===== config.mk =====
export PLATFORM = sky130hd
export DESIGN_NAME = rr_arbiter4_flat
export DESIGN_NICKNAME = d
export VERILOG_FILES = /design/src/rtl/rr_arbiter4_if.sv /design/src/rtl/rr_arbiter4.sv /design/src/flat_wrapper.sv
export SDC_FILE = /design/constraint.sdc
export NUM_CORES = 1
export LEC_CHECK = 0
export ABC_AREA = 1
export CORE_MARGIN = 2
export CORE_UTILIZATION = 55
export CTS_CLUSTER_SIZE = 24
export DETAILED_ROUTE_END_ITERATION = 8
export PLACE_DENSITY = 0.83
export SETUP_SLACK_MARGIN = 0.2
export SLEW_MARGIN = 20
export SYNTH_ARGS = -nofsm -noshare
export SYNTH_HDL_FRONTEND = slang
export SYNTH_SLANG_ARGS = --single-unit
export TNS_END_PERCENT = 30

===== constraint.sdc =====
create_clock -name clk -period 2.38 [get_ports clk]
set_clock_uncertainty 0.2 [all_clocks]
set_input_delay 0.714 -clock clk [delete_from_list [all_inputs] [get_ports clk]]
set_output_delay 0.714 -clock clk [all_outputs]
set_load 0.01 [all_outputs]

===== src/rtl/rr_arbiter4_if.sv =====
// Grant bus between four clients and the round-robin arbiter.
// The master modport belongs to the arbiter, and the slave modport belongs to the client side.
interface rr_arbiter4_if;
    // Handshake: a client raises req[i] and holds it for as long as it needs the resource.
    // A client owns the resource while gnt[i]=1, and it releases the resource by dropping req[i].
    // The arbiter changes grants only on clock edges. It never takes a grant from an owner that
    // is still requesting, except when the hold-limit option forces a rotation.
    logic [3:0] req;
    logic [3:0] gnt;
    logic [1:0] gnt_idx;
    logic       gnt_valid;
    logic       hold_expired;

    modport master (input req, output gnt, gnt_idx, gnt_valid, hold_expired);
    modport slave  (output req, input gnt, gnt_idx, gnt_valid, hold_expired);
endinterface


===== src/rtl/rr_arbiter4.sv =====
// 4-client round-robin arbiter with a registered one-hot grant and a binary index.
// Define ARB_HOLD_LIMIT_EN to force a rotation after MAX_HOLD consecutive grant cycles.
module rr_arbiter4 #(
    parameter int MAX_HOLD = 8,
    parameter int CNT_W    = 4
) (
    input  logic              clk,
    input  logic              rst,
    rr_arbiter4_if.master     bus,
    output logic              dbg_state,
    output logic [1:0]        dbg_ptr
);
    typedef enum logic {IDLE = 1'b0, BUSY = 1'b1} state_e;

    if ((2 ** CNT_W) <= MAX_HOLD || MAX_HOLD < 2 || MAX_HOLD > 15) begin : g_bad_cfg
        $error("rr_arbiter4: illegal MAX_HOLD/CNT_W combination");
    end

    state_e     state_q, state_d;
    logic [1:0] ptr_q, ptr_d;
    logic [1:0] idx_q, idx_d;
    logic [3:0] gnt_q, gnt_d;
    logic [1:0] owner_nxt;
    logic [2:0] from_ptr, from_nxt;

    // Returns {found, index} for the first requester at s, s+1, s+2, s+3 (mod 4).
    function automatic logic [2:0] search(input logic [3:0] r, input logic [1:0] s);
        logic [1:0] c;
        search = 3'b000;
        for (int k = 3; k >= 0; k--) begin
            c = s + k[1:0];
            if (r[c]) search = {1'b1, c};
        end
    endfunction

`ifdef ARB_HOLD_LIMIT_EN
    logic [CNT_W-1:0] cnt_q, cnt_d;
    logic             he_q, he_d;
`endif

    always_comb begin
        state_d   = state_q;
        ptr_d     = ptr_q;
        gnt_d     = gnt_q;
        idx_d     = idx_q;
        owner_nxt = idx_q + 2'd1;
        from_ptr  = search(bus.req, ptr_q);
        from_nxt  = search(bus.req, owner_nxt);
`ifdef ARB_HOLD_LIMIT_EN
        cnt_d     = cnt_q;
        he_d      = 1'b0;
`endif
        case (state_q)
            IDLE: begin
                if (from_ptr[2]) begin
                    gnt_d   = 4'b0001 << from_ptr[1:0];
                    idx_d   = from_ptr[1:0];
                    state_d = BUSY;
                end
            end
            BUSY: begin
                // A release hands the grant straight to the next requester, so no idle bubble occurs.
                if (!bus.req[idx_q]) begin
                    ptr_d = owner_nxt;
`ifdef ARB_HOLD_LIMIT_EN
                    cnt_d = '0;
`endif
                    if (from_nxt[2]) begin
                        gnt_d = 4'b0001 << from_nxt[1:0];
                        idx_d = from_nxt[1:0];
                    end else begin
                        gnt_d   = 4'b0000;
                        idx_d   = 2'd0;
                        state_d = IDLE;
                    end
                end
`ifdef ARB_HOLD_LIMIT_EN
                // The owner is still requesting here, so the search always finds a client (possibly the owner).
                else if (cnt_q == CNT_W'(MAX_HOLD - 1)) begin
                    ptr_d = owner_nxt;
                    cnt_d = '0;
                    gnt_d = 4'b0001 << from_nxt[1:0];
                    idx_d = from_nxt[1:0];
                    he_d  = 1'b1;
                end else if (cnt_q != '1) begin
                    cnt_d = cnt_q + CNT_W'(1);
                end
`endif
            end
            default: state_d = IDLE;
        endcase
    end

    always_ff @(posedge clk or posedge rst) begin
        if (rst) begin
            state_q <= IDLE;
            ptr_q   <= 2'd0;
            gnt_q   <= 4'b0000;
            idx_q   <= 2'd0;
`ifdef ARB_HOLD_LIMIT_EN
            cnt_q   <= '0;
            he_q    <= 1'b0;
`endif
        end else begin
            state_q <= state_d;
            ptr_q   <= ptr_d;
            gnt_q   <= gnt_d;
            idx_q   <= idx_d;
`ifdef ARB_HOLD_LIMIT_EN
            cnt_q   <= cnt_d;
            he_q    <= he_d;
`endif
        end
    end

    assign bus.gnt       = gnt_q;
    assign bus.gnt_idx   = idx_q;
    assign bus.gnt_valid = |gnt_q;
`ifdef ARB_HOLD_LIMIT_EN
    assign bus.hold_expired = he_q;
`else
    assign bus.hold_expired = 1'b0;
`endif
    assign dbg_state = state_q;
    assign dbg_ptr   = ptr_q;
endmodule


===== src/flat_wrapper.sv =====
// flat-port wrapper written by rule: the top's interface ports become plain ports
module rr_arbiter4_flat 
#(
    parameter int MAX_HOLD = 8,
    parameter int CNT_W    = 4
)
  (clk, rst, dbg_state, dbg_ptr, bus_req, bus_gnt, bus_gnt_idx, bus_gnt_valid, bus_hold_expired);
  rr_arbiter4_if bus_i ();
  input  logic clk;
  input  logic rst;
  output logic dbg_state;
  output logic [1:0] dbg_ptr;
  input wire logic [$bits(bus_i.req)-1:0] bus_req;
  output wire logic [$bits(bus_i.gnt)-1:0] bus_gnt;
  output wire logic [$bits(bus_i.gnt_idx)-1:0] bus_gnt_idx;
  output wire logic [$bits(bus_i.gnt_valid)-1:0] bus_gnt_valid;
  output wire logic [$bits(bus_i.hold_expired)-1:0] bus_hold_expired;
  assign bus_i.req = bus_req;
  assign bus_gnt = bus_i.gnt;
  assign bus_gnt_idx = bus_i.gnt_idx;
  assign bus_gnt_valid = bus_i.gnt_valid;
  assign bus_hold_expired = bus_i.hold_expired;
  rr_arbiter4 #(.MAX_HOLD(MAX_HOLD), .CNT_W(CNT_W)) u_core (.clk(clk), .rst(rst), .bus(bus_i), .dbg_state(dbg_state), .dbg_ptr(dbg_ptr));
endmodule

# Word-level counts from Yosys, hierarchy flattened
# Cells that the tools add are included.
[op_classes]
reduce_logical = 3
bitwise_logic = 2
eq_ne = 2
mux = 38
shifts = 2
magnitude_cmp = 9
n_addsub = 7
[ops]
columns = ["op", "count"]
rows = [
  ["$lt 2x3->1 const B", 9],
  ["$mux 3", 8],
  ["$bmux 1 s2", 9],
  ["$mux 1", 12],
  ["$mux 4", 3],
  ["$add 2x2->2 const B", 4],
  ["$pmux 4 s2", 1],
  ["$shl 1x2->4 const A", 2],
  ["$add 2x1->2 const B", 3],
  ["$mux 2", 3],
  ["$pmux 2 s2", 1],
  ["$reduce_and 2->1", 2],
  ["$reduce_or 4->1", 1],
  ["$ne 2x1->1 const B", 1],
  ["$ne 2x2->1 const B", 1],
  ["$not 1->1", 2],
  ["$pmux 1 s2", 1],
]
[totals]
register_bits = 9
word_cells = 67
output_inout_bits = 11

# Depth between registers and ports, before layout
[depth]
depth_word = 12
mapped_depth = 14
ltp_nobuf = 14

# Worst setup path before layout
# Ideal clock, no wire load.
[synth_timing]
path_kind = "register to output"
startpoint = "register u_core.gnt_q[1] (netlist: u_core.bus.gnt[1])"
endpoint = "output port bus_gnt_valid"
n_path_buf = 0
arrival_ns = 0.980
setup_slack_ns = 0.486
stages_incl_launch_ff = 2
required_time_ns = 1.466
path_cell_list = "dfrtp_1 -> or4_1"
[synth_between]
elab_chain_cells = 1
[synth_lines]
columns = ["item", "line", "text"]
rows = [
  ["start, declared", "rr_arbiter4.sv:22", "logic [3:0] gnt_q, gnt_d;"],
  ["start signal, assigned", "rr_arbiter4.sv:107", "gnt_q <= gnt_d;"],
  ["$reduce_or 4->1", "rr_arbiter4.sv:118", "assign bus.gnt_valid = |gnt_q;"],
  ["end, declared", "flat_wrapper.sv:16", "output wire logic [$bits(bus_i.gnt_valid)-1:0] bus_gnt_valid;"],
]
# Every way passes these cells.

# Worst setup path in the final report
[layout_timing]
startpoint = "register u_core.gnt_q[0] (netlist: u_core.bus.gnt[0])"
endpoint = "output port bus_gnt_valid"
# The elaborated chain is that of the path after synthesis.

==> results.md <==
- Status: finished clean
- Pin count of the biggest net entering global routing: 13
- Die width: around 45 um
- Vias per inst: roughly 5.2
- Critical Path Source Type: register
- WS Path Type: register to output pin
- CP max stage cell: or4_1
- Post-layout nets: 193
- CTS Sinks: 9
- Avg Cell Area, Syn: around 5.7 um2
- # fillers: 135
- Clock buffer depth: 2
- Layout cells sized above 1: between 20% and 30%
- Power per cell area: roughly 1700 nW/um2
- Starting Density: 60.0%
- Post-Synth Adder-Cell Area: 0%
- GR Util All Layers: a little over a quarter
- HPWL after DPL: around 1800 um
- Fmax: 449 MHz
- H-tree depth: 1
- Yosys warning total: 0
- CP required: approximately 1500 ps
- Area contributors post-synth: nand2_1, dfrtp_1, nand3_1, nand2_2, nor2_1
- Max-cap violations: 0
- Rows: 14
- Drt total wl: ~2300 um
- Static leakage: about 0.7 nW
- RD Place Congestion: 0.942
- Peak VDD IR: roughly 0.00094 V
- Final Hold Viols: 0
- Ports: 17
- Worst EP arrival: between 1000 and 1500 ps
- Max Transition Viols Final: 0
- Critical path, cell by cell: or4_1 -> buf_2
- Detail Route Antenna Nets: 0
- First-pass GRT wire length: between 3000 and 4000 um
- Crit path max fanout: 3
- Mux contribution to synthesized area: 0%
- Vias in the first global route: slightly above 900
- Post-route DRC: 0
- TritonCTS buffer count: 3
- Share of the yosys chip area belonging to registers: between 20% and 30%
- Post-CTS setup buffers: 0
- Worst Hold Class: register to register
- Hold_buf cts: 0
- Via count: about 1000
- Compound-Gate Fraction of Synth Area: under 10%
- Crit path buffers/inverters: 1
- WL per Instance: 11.4 um
- RSZ-0062 raised after global routing: true
- Post-synthesis xor/xnor area fraction: 0%
- Post-Syn Instances: around 160
- Crit. End Element: output pin
- Iteration-0 DRC Markers: 31
- 1st-pass router iterations: 4
- Antenna cell count: 0
- Cell Area, Synth: 925 um2
- Top-area cell type share of the netlist area: 30.0%
- Minimum clock period: between 2000 and 2500 ps
- Setup TNS: 0 ps
- Grt ovf: 0
- Largest family of logic cells by synthesized area: simple AND/OR/NAND/NOR gates
- CTS root buf: clkbuf_4
- Clk slew on worst S/H paths: about 50 ps
- Final setup vio count: 0
- Critical Path Max Stage Delay: 500 ps
- Yosys reg bits: 9
- Die area: 2030 um2
- Yosys cell types: 22
- Synthesis-to-layout area growth: 27.3%
- Cell accounting for the most synthesized area: nand2_1
- Fin area: 1180 um2
- Die Y: 45 um
- Antenna violations before repair: 0
- Cell family with most CP delay: simple AND/OR/NAND/NOR gates
- CTS tree: built
- Period Utilization, post-route: a little over 90%
- Simple-gate area share of the yosys netlist: about 57%
- Core area: between 1500 and 2000 um2
- Skew-Pair Late Insertion Delay: between 200 and 300 ps
- Syn nets: around 170
- PortBufs: 15
- Placed Instance Area: ~1100 um2
## area by class of cell
class,instances,area (um2),share of cell area [%]
multi-input combinational,131,612,52.0
sequential,9,226,19.2
timing repair buffer,24,223,18.9
inverter,18,70.1,5.95
clock buffer,4,26.3,2.23
tap,16,20.0,1.70
## metal layers
metal | global-route usage, % | vias up | routed length (um) | share of wire (%)
met3 | 7.20 | 3 | 109 | 4.7
li1 | - | 546 | - | -
met1 | 37.3 | 471 | 1110 | 48
met4 | 5.29 | 0 | 12 | 0.52
met5 | 0 | - | 0 | 0
met2 | 41.7 | 27 | 1070 | 46
## worst register-to-register path, cell delays in order (launching register included)
cell	delay, ps
dfrtp_1	370
buf_4	180
inv_2	160
nand2_1	120
nand3_2	100
buf_4	110
inv_1	30
nor2_1	90
nand2_1	70
nand2_2	100
nor2_2	50
o21ai_1	100
o21ai_0	90
## cells in the mapped netlist
master	instances
buf_4	1
conb_1	1
inv_1	12
dfrtp_1	9
o21ai_1	1
or4_1	1
nand2_2	9
a21oi_1	2
inv_4	1
o21ai_2	1
o21ai_0	4
a31oi_1	1
o21bai_1	2
nand2_4	2
buf_6	2
nand3_2	3
nand3_1	13
nand2_1	74
inv_2	5
nor2_2	2
nor2_1	14
nand4_1	1
## cells by family after synthesis
family,after synthesis
flops,9
buf+inv,21
simple gates,119
compound gates,11
other cells,1
## through the flow
| stage | util, % | hold slack, ps | setup WS (ps) | power, mW | std cells |
|---|---|---|---|---|---|
| after floorplan | - | 323 | 486 | 1.35 | 161 |
| after CTS | 74.9 | 327 | 154 | 1.93 | 202 |
| after global routing | 76.4 | 368 | 103 | 2.18 | 202 |
| after global placement | 73.5 | 294 | -43.5 | 1.77 | 198 |
| final | 76.4 | 325 | 153 | 1.96 | 202 |
| after detailed placement | 73.5 | 313 | -92.4 | 1.81 | 198 |
## final timing paths
kind	from	end	slack, ps	cells after the start
max	u_core.bus.gnt[0]	bus_gnt_valid	150	2
max reg2reg	u_core.bus.gnt_idx[0]	u_core.bus.gnt_idx[1]	500	12
max in group asynchronous	rst	u_core.bus.gnt_idx[1]	1200	2
min in group asynchronous	rst	u_core.dbg_ptr[0]	510	2
min reg2reg	u_core.bus.gnt[3]	u_core.bus.gnt[3]	320	2
min	u_core.bus.gnt[3]	u_core.bus.gnt[3]	320	2
## repair_timing
action                                  4_1_cts  5_1_grt
endpoints found under the setup margin        6       10
pin swaps                                     1        1
gates resized for setup                       5       10
cloned                                        0        0
## layout by cell type, fill, tap and decap left out, types with 7 or more instances in the layout
master and instances:
nand2_1 71, inv_1 10, nand3_1 12, nand2_2 12, clkdlybuf4s50_1 10, buf_4 9
nor2_1 14, dfrtp_1 8, inv_2 7
## power breakdown
part           leakage, nW  total (mW)  switching, mW  internal (mW)
Clock               0.0150       0.115         0.0510         0.0644
Combinational        0.580        1.55          0.926          0.620
Sequential           0.106       0.301         0.0698          0.231
## flip-flops by register name (all words and copies together) (netlist names)
signal,count
u_core.dbg_ptr,2
u_core.dbg_state,1
u_core.bus.gnt,4
u_core.bus.gnt_idx,2
Power figures use the tool's default switching activity.
